==> src/rtl/aes_pkg.sv <==
// Shared AES types and GF(2^8) helpers for the cipher datapaths.
// Multipliers reduce modulo x^8+x^4+x^3+x+1.
package aes_pkg;

  typedef logic [127:0] state_t;
  typedef logic [31:0]  col_t;

  localparam int NUM_COLS = 4;

  typedef enum logic [1:0] {
    IDLE = 2'd0,
    MIX  = 2'd1,
    DONE = 2'd2
  } imc_state_e;

  function automatic logic [7:0] gf_mul2(input logic [7:0] x);
    return {x[6:0], 1'b0} ^ (x[7] ? 8'h1b : 8'h00);
  endfunction

  function automatic logic [7:0] gf_mul9(input logic [7:0] x);
    return gf_mul2(gf_mul2(gf_mul2(x))) ^ x;
  endfunction

  function automatic logic [7:0] gf_mulb(input logic [7:0] x);
    return gf_mul2(gf_mul2(gf_mul2(x))) ^ gf_mul2(x) ^ x;
  endfunction

  function automatic logic [7:0] gf_muld(input logic [7:0] x);
    return gf_mul2(gf_mul2(gf_mul2(x))) ^ gf_mul2(gf_mul2(x)) ^ x;
  endfunction

  function automatic logic [7:0] gf_mule(input logic [7:0] x);
    logic [7:0] x2;
    logic [7:0] x4;
    x2 = gf_mul2(x);
    x4 = gf_mul2(x2);
    return gf_mul2(x4) ^ x4 ^ x2;
  endfunction

endpackage

==> src/rtl/inv_col_mixer.sv <==
// Combinational InvMixColumns for one 32-bit column.
// Byte s0 is the column MSB.
module inv_col_mixer
  import aes_pkg::*;
(
  input  col_t col,
  output col_t mixed
);

  logic [7:0] s0, s1, s2, s3;

  assign s0 = col[31:24];
  assign s1 = col[23:16];
  assign s2 = col[15:8];
  assign s3 = col[7:0];

  assign mixed = {
    gf_mule(s0) ^ gf_mulb(s1) ^ gf_muld(s2) ^ gf_mul9(s3),
    gf_mul9(s0) ^ gf_mule(s1) ^ gf_mulb(s2) ^ gf_muld(s3),
    gf_muld(s0) ^ gf_mul9(s1) ^ gf_mule(s2) ^ gf_mulb(s3),
    gf_mulb(s0) ^ gf_muld(s1) ^ gf_mul9(s2) ^ gf_mule(s3)
  };

endmodule

==> src/rtl/inv_mix_columns_seq.sv <==
// Sequential InvMixColumns: COLS_PER_CYCLE columns mixed per clock
// through shared mixers, valid/ready on both sides.
module inv_mix_columns_seq
  import aes_pkg::*;
#(
  parameter int COLS_PER_CYCLE = 1
) (
  input  logic         clk,
  input  logic         n_rst,
  input  logic         in_valid,
  output logic         in_ready,
  input  logic [127:0] in_state,
  output logic         out_valid,
  input  logic         out_ready,
  output logic [127:0] out_state,
  output logic         busy
);

  if (!(COLS_PER_CYCLE == 1 || COLS_PER_CYCLE == 2 ||
        COLS_PER_CYCLE == 4)) begin : g_bad_cols
    $error("COLS_PER_CYCLE must be 1, 2 or 4");
  end

  localparam int NUM_PASSES = NUM_COLS / COLS_PER_CYCLE;
  localparam logic [1:0] LAST = 2'(NUM_PASSES - 1);

  imc_state_e state;
  logic [1:0] cnt;

  col_t [NUM_COLS-1:0] work;
  col_t [NUM_COLS-1:0] work_mix;
  col_t [COLS_PER_CYCLE-1:0] col_in;
  col_t [COLS_PER_CYCLE-1:0] col_out;
  logic [COLS_PER_CYCLE-1:0][1:0] sel;

  for (genvar k = 0; k < COLS_PER_CYCLE; k++) begin : g_mix
    assign sel[k] = 2'(int'(cnt) * COLS_PER_CYCLE + k);
    assign col_in[k] = work[sel[k]];

    inv_col_mixer u_mix (
      .col   (col_in[k]),
      .mixed (col_out[k])
    );
  end

  // Only the columns of the current pass are replaced.
  always_comb begin
    work_mix = work;
    for (int k = 0; k < COLS_PER_CYCLE; k++) begin
      work_mix[sel[k]] = col_out[k];
    end
  end

  assign in_ready  = (state == IDLE) ||
                     (state == DONE && out_ready);
  assign out_valid = (state == DONE);
  assign busy      = (state == MIX);
  assign out_state = work;

  always_ff @(posedge clk or negedge n_rst) begin
    if (!n_rst) begin
      state <= IDLE;
      cnt   <= 2'd0;
      work  <= '0;
    end else begin
      unique case (state)
        IDLE: begin
          if (in_valid) begin
            work  <= in_state;
            cnt   <= 2'd0;
            state <= MIX;
          end
        end
        MIX: begin
          work <= work_mix;
          cnt  <= cnt + 2'd1;
          if (cnt == LAST) state <= DONE;
        end
        DONE: begin
          if (out_ready) begin
            if (in_valid) begin
              work  <= in_state;
              cnt   <= 2'd0;
              state <= MIX;
            end else begin
              state <= IDLE;
            end
          end
        end
        default: state <= IDLE;
      endcase
    end
  end

endmodule
==> config.mk <==
export PLATFORM = sky130hd
export DESIGN_NAME = inv_mix_columns_seq
export DESIGN_NICKNAME = d
export VERILOG_FILES = /design/src/rtl/aes_pkg.sv /design/src/rtl/inv_col_mixer.sv /design/src/rtl/inv_mix_columns_seq.sv
export SDC_FILE = /design/constraint.sdc
export NUM_CORES = 1
export LEC_CHECK = 0
export CAP_MARGIN = 20
export CELL_PAD_IN_SITES_DETAIL_PLACEMENT = 1
export CELL_PAD_IN_SITES_GLOBAL_PLACEMENT = 1
export CORE_MARGIN = 3
export CORE_UTILIZATION = 34
export CTS_CLUSTER_DIAMETER = 40
export CTS_CLUSTER_SIZE = 10
export DETAILED_ROUTE_END_ITERATION = 10
export GPL_TIMING_DRIVEN = 0
export PLACE_DENSITY = 0.84
export SETUP_SLACK_MARGIN = 0.05
export SLEW_MARGIN = 5
export SYNTH_ARGS = -nofsm -noshare
export SYNTH_HDL_FRONTEND = slang
export SYNTH_SLANG_ARGS = --single-unit
==> constraint.sdc <==
create_clock -name clk -period 2.8 [get_ports clk]
set_input_delay 0.56 -clock clk [delete_from_list [all_inputs] [get_ports clk]]
set_output_delay 0.56 -clock clk [all_outputs]
set_load 0.03 [all_outputs]
======== Yosys cells after proc, flatten, opt, wreduce, memory -nomap -nowiden ========
Cells that the tools add are included.
storage, ports and cells
  bits in registers ....................... 132
  input port bits ......................... 132
  output and inout port bits .............. 131
  logic and storage cells ................. 98
operators by class
  add/subtract/negate cells ............... 1
  magnitude comparators ................... 2
  eq/ne operators ......................... 6
  muxes and demuxes ....................... 28
  bitwise logic cells ..................... 48
  reductions and logical operators ........ 7
operator list
  kind                 number
  $pmux 128 s3         1
  $xor 8x8->8          47
  $mux 128             2
  $bwmux 128           1
  $bmux 32 s2          1
  $demux 32 s2         1
  $mux 32              2
  $mux 5               12
  $pmux 2 s3           2
  $mux 2               5
  $xor 8x5->8          1
  $eq 2x2->1 const B   2
  $ne 2x1->1 const B   2
  $lt 2x3->1 const B   1
  $reduce_and 3->1     1
  $reduce_bool 3->1    1
  $add 2x1->2 const B  1
  $eq 2x1->1 const B   1
  $ge 2x1->1 const B   1
  $logic_and 1x1->1    2
  $logic_not 2->1      1
  $ne 2x2->1 const B   1
  $reduce_and 2->1     1
  $logic_or 1x1->1     1
  $mux 1               1

======== Logic depth before layout (Yosys ltp) ========
Gate-level depths: netlist (run 1).
  depth after elaboration ................. 15
  gate-level depth with buffers ........... 10
  depth with buffers taken out ............ 6

======== Modules after synthesis ========
A second synthesis (run 1) with hierarchy kept.
unflattened totals
  cell total of the unflattened synthesis .. 967
  area, all modules ....................... 10647.7 um2
modules (own cells, without submodules)
  module               times used  cells each  area an instance (um2)  sequential area each (um2)
  inv_mix_columns_seq  1           754         8256.7                  3303.2
  inv_col_mixer        1           213         2391.0                  0.0

======== Least setup slack after synthesis (run 1) ========
OpenSTA, ideal clock, no wires.
  path type ............................... flip-flop to flip-flop
  from .................................... register cnt[0]
  to ...................................... register work (netlist bit out_state[23])
  library setup time ...................... 0.137 ns
  arrival time ............................ 2.689 ns
  required time ........................... 2.663 ns
  slack ................................... -0.026 ns
  stages on the path, launching flop included .. 10
  path buffers ............................ 3
  period minus slack after synthesis ...... 2.826 ns
  cells stage by stage .................... dfrtp_1 buf_6 buf_12 buf_8 mux4_2 xnor2_4 xor3_2 xnor3_1 nor2_2 a21oi_1
on the way
  cells in the longest elaborated chain, start to end .. 12
  elaborated cells between the ends (all ways) .. 31
  classes of those cells .................. order compare (2); mux (6); bitwise (22); reduce/logical (1)
RTL lines
  item                           line                       source
  from (decl)                    inv_mix_columns_seq.sv:28  logic [1:0] cnt;
  from (signal assigned)         inv_mix_columns_seq.sv:76  cnt <= cnt + 2'd1;
  $bmux 32 s2                    inv_mix_columns_seq.sv:38  assign col_in[k] = work[sel[k]];
  $mux 32 (not written as such)  inv_mix_columns_seq.sv:38
  $xor 8x8->8 (3 in series)      aes_pkg.sv:17              return {x[6:0], 1'b0} ^ (x[7] ? 8'h1b : 8'h00);
  $xor 8x8->8 (2 in series)      aes_pkg.sv:37              return gf_mul2(x4) ^ x4 ^ x2;
  $xor 8x8->8 (3 in series)      inv_col_mixer.sv:19        gf_mul9(s0) ^ gf_mule(s1) ^ gf_mulb(s2) ^ gf_muld(s3),
  $bwmux 128 (*)                 inv_mix_columns_seq.sv:50  work_mix[sel[k]] = col_out[k];
  $pmux 128 s3 (*)               inv_mix_columns_seq.sv:66  unique case (state)
  to (signal assigned)           inv_mix_columns_seq.sv:69  work <= in_state;
  to (signal assigned)           inv_mix_columns_seq.sv:75  work <= work_mix;
  to (signal assigned)           inv_mix_columns_seq.sv:82  work <= in_state;
  to (decl)                      inv_mix_columns_seq.sv:30  col_t [NUM_COLS-1:0] work;
Every way passes the cells marked *; elsewhere a longest branch is shown, timed or not. The select of a mux whose other input is x is not followed.
A chain may end at the register's enable or synchronous reset.

======== Final worst setup path (run 1) ========
  from .................................... register cnt[0]
  to ...................................... register work (netlist bit out_state[108])
on the way
  cells in the longest elaborated chain, start to end .. 13
  elaborated cells between the ends (all ways) .. 42
  classes of those cells .................. order compare (2); mux (17); bitwise (22); reduce/logical (1)
RTL lines
  item                                          line                       source
  $bmux 32 s2                                   inv_mix_columns_seq.sv:38
  $mux 32 (not written as such)                 inv_mix_columns_seq.sv:38
  $xor 8x8->8                                   aes_pkg.sv:17
  $mux 5 / $xor 8x5->8 (equally long branches)  aes_pkg.sv:17
  $xor 8x5->8 / $mux 5 (equally long branches)  aes_pkg.sv:17
  $xor 8x8->8                                   aes_pkg.sv:17
  $xor 8x8->8 (2 in series)                     aes_pkg.sv:29              return gf_mul2(gf_mul2(gf_mul2(x))) ^ gf_mul2(gf_mul2(x)) ^ x;
  $xor 8x8->8 (3 in series)                     inv_col_mixer.sv:20        gf_muld(s0) ^ gf_mul9(s1) ^ gf_mule(s2) ^ gf_mulb(s3),
  $bwmux 128 (*)                                inv_mix_columns_seq.sv:50
  $pmux 128 s3 (*)                              inv_mix_columns_seq.sv:66
Marks and branches as above.

==> results of run 1 <==
worst paths after layout:
check | from | end | cells after the start | slack, ps
worst max-delay path | cnt[0]$_DFFE_PN0P_ | out_state[108]$_DFFE_PN0P_ | 11 | -640
worst min-delay path | n_rst | out_state[7]$_DFFE_PN0P_ | 1 | 30
worst max register to register | cnt[0]$_DFFE_PN0P_ | out_state[108]$_DFFE_PN0P_ | 11 | -640
worst min register to register | out_state[3]$_DFFE_PN0P_ | out_state[3]$_DFFE_PN0P_ | 2 | 610
max in group asynchronous | n_rst | out_state[116]$_DFFE_PN0P_ | 2 | 1920
min in group clk | out_state[3]$_DFFE_PN0P_ | out_state[3]$_DFFE_PN0P_ | 2 | 610
critical path, cell delays in order, from the launching register on:
cell,delay (ps)
dfrtp_2,400
buf_12,150
buf_16,160
buf_12,160
buf_12,110
buf_6,90
mux4_2,610
xnor2_1,510
xnor2_1,200
xnor2_1,510
xnor2_4,240
a21oi_2,110
per-layer routing:
metal | vias up | global-route usage
met5 | - | 0
li1 | 3454 | -
met2 | 1089 | 0.5716
met3 | 379 | 0.1152
met4 | 0 | 0.2465
met1 | 4822 | 0.4128
synth_stat cells (all sizes together):
master,count
nor2,21
a21oi,120
inv,4
buf,24
o21bai,1
nor2b,9
o21a,4
xor2,24
clkbuf,37
xnor2,83
o21ai,2
o22ai,120
xnor3,50
mux4,32
and2,6
a221o,8
and3,1
nand2,2
ha,4
o31ai,1
dfrtp,132
xor3,10
nand3,2
nand2b,2
cells by family (layout without fill, tap and decap cells):
logic type,Yosys count,after routing,share of synthesized area
multiplexers,32,32,0.08339
adder cells (fa/ha/maj),4,4,0.005791
XOR/XNOR,167,167,0.2954
other,0,2,0
AO/OA/AOI/OAI,256,256,0.1720
buffers and inverters,65,489,0.03677
AND/OR/NAND/NOR,43,43,0.02447
flip-flops,132,132,0.3822
flip-flops by register name (all words and copies together), names as in the netlist:
name	cells
out_state	128
cnt	2
state	2
cells in the final DEF, fill, tap and decap left out, types with 28 or more instances in the layout:
cell	instances
a21oi_2	75
o22ai_1	120
clkdlybuf4s50_1	260
clkbuf_1	28
a21oi_1	44
xnor2_2	28
buf_4	88
dfrtp_1	131
xnor2_4	30
buf_6	34
mux4_2	32
area by class of cell:
class | count | share of cell area
multi-input combinational | 502 | 0.4138
timing repair buffer | 392 | 0.2627
sequential | 132 | 0.2220
buffer | 61 | 0.03296
clock buffer | 20 | 0.03136
tap | 324 | 0.02724
clock inverter | 12 | 0.008576
inverter | 4 | 0.001009
antenna | 2 | 0.0003363
what timing repair did:
action                                  in CTS  in global routing
gates resized for setup                    185                114
gates cloned                                 2                  0
pin swaps                                   88                 69
buffers inserted                            75                 53
endpoints found under the setup margin     129                129
hold endpoints to repair                     0                  0
per-stage QoR:
step	hold slack, ps	utilization	worst slack, ps
finish	30.63	0.6031	-637.2
global route	62.43	0.6029	-620.3
CTS	70.94	0.5686	-367.6
detailed placement	527.2	0.4772	-905.0
global placement	529.9	0.4760	-4154
floorplan	264.4	-	24.11
==> results.json, run 1 <==
{
  "overflow": 0,
  "clockRootBuffer": "clkbuf_16",
  "drtAntennaViolNets": 0,
  "synth_cells": 699,
  "ctsHoldBuffers": 0,
  "gp_congestion": 0.9440,
  "fin_area_mm2": 0.01488,
  "row_count": 57,
  "regArea_mm2": 0.003304,
  "routed.top_layer": "met4",
  "min_period_over_period": 1.228,
  "wl_met1_um": 19070,
  "grt_pass1_vias": 10040,
  "yosysTopAreaCellShare": 0.3822,
  "slew-limit-headroom": 0.2620,
  "drc_errors": 0,
  "violations": "setup timing",
  "fmax_ghz": 0.2909,
  "placed_area_mm2": 0.01178,
  "crit_arrival_ps": 3730,
  "viasPerCell": 6.725,
  "finalSetupTns_ps": -61150,
  "grt_antenna_before_repair": 1,
  "final_max_slew_viol_count": 0,
  "clkTransAtPathRegs_ps": 70,
  "critPathLaunchType": "flip-flop",
  "clock-skew-final_ps": 12.23,
  "nets": 1246,
  "grt_use_total": 0.3595,
  "clkSinkCount": 132,
  "wl_met3_um": 6680,
  "min_period_ps": 3437,
  "hold_viol_final": 0,
  "chipHeight_um": 165.4,
  "dr.pass1.iters": 5,
  "cts_buffers": 17,
  "first_iter_violations": 1278,
  "grt_max_degree": 89,
  "hold_path_class": "input pin to asynchronous set/reset pin",
  "ys_ff_latch": 132,
  "synthTopCellsByArea": "dfrtp_1, xnor3_1, o22ai_1, mux4_2, a21oi_1",
  "critPathMaxFanout": 7,
  "fin_cells": 1449,
  "critPathRequiredTime_ps": 3100,
  "io_pins": 263,
  "filler_cell_count": 2435,
  "yosysTopAreaCell": "dfrtp_1",
  "portBuffers": 262,
  "synth_warnings": 0,
  "coreArea_mm2": 0.02468,
  "worst_pin_slew_ps": 1107,
  "outcome": "finished, violations left",
  "dpl.cell_count": 1286,
  "mappedNetlistArea_mm2": 0.008642,
  "start_util": 0.3502,
  "setup-violations-final": 130,
  "clk_latency_ps": 460,
  "rsz0062_at_grt": "true",
  "dp_hpwl_um": 28900,
  "synth.avg_cell_area_um2": 12.36,
  "wl_um": 56410,
  "multi_input_comb_area_mm2": 0.006158,
  "cap_violations": 0,
  "wire_per_inst_um": 38.93,
  "die_w_um": 165.4,
  "vias": 9744,
  "cts_tree": "done",
  "grt_pass1_wl_um": 69660,
  "crit_path_end_kind": "flip-flop",
  "route.met2.wl_um": 25590,
  "cts_max_level": 4,
  "areaGrowthSynthToFinish_pct": 72.20,
  "worst_slack_ps": -637.2,
  "dieArea_mm2": 0.02737,
  "crit_type": "flip-flop to flip-flop",
  "ys_seq_area_frac": 0.3822,
  "cts_buffer_depth": 2,
  "synth_nets": 835,
  "synth_cell_types": 35,
  "drive_above_1_share": 0.3767
}
Power of run 1 is left out: the tool's default activity adds up to more than one toggle a clock period on the data nets, which glitch-free logic cannot reach.
==> run 2: changes to the inputs <==
HOLD_SLACK_MARGIN = 0.02   (was not set)
==> results of run 2 <==
Final layout, timing and power as in run 1 (identical DEF).
Power of run 2 is left out for the same reason.
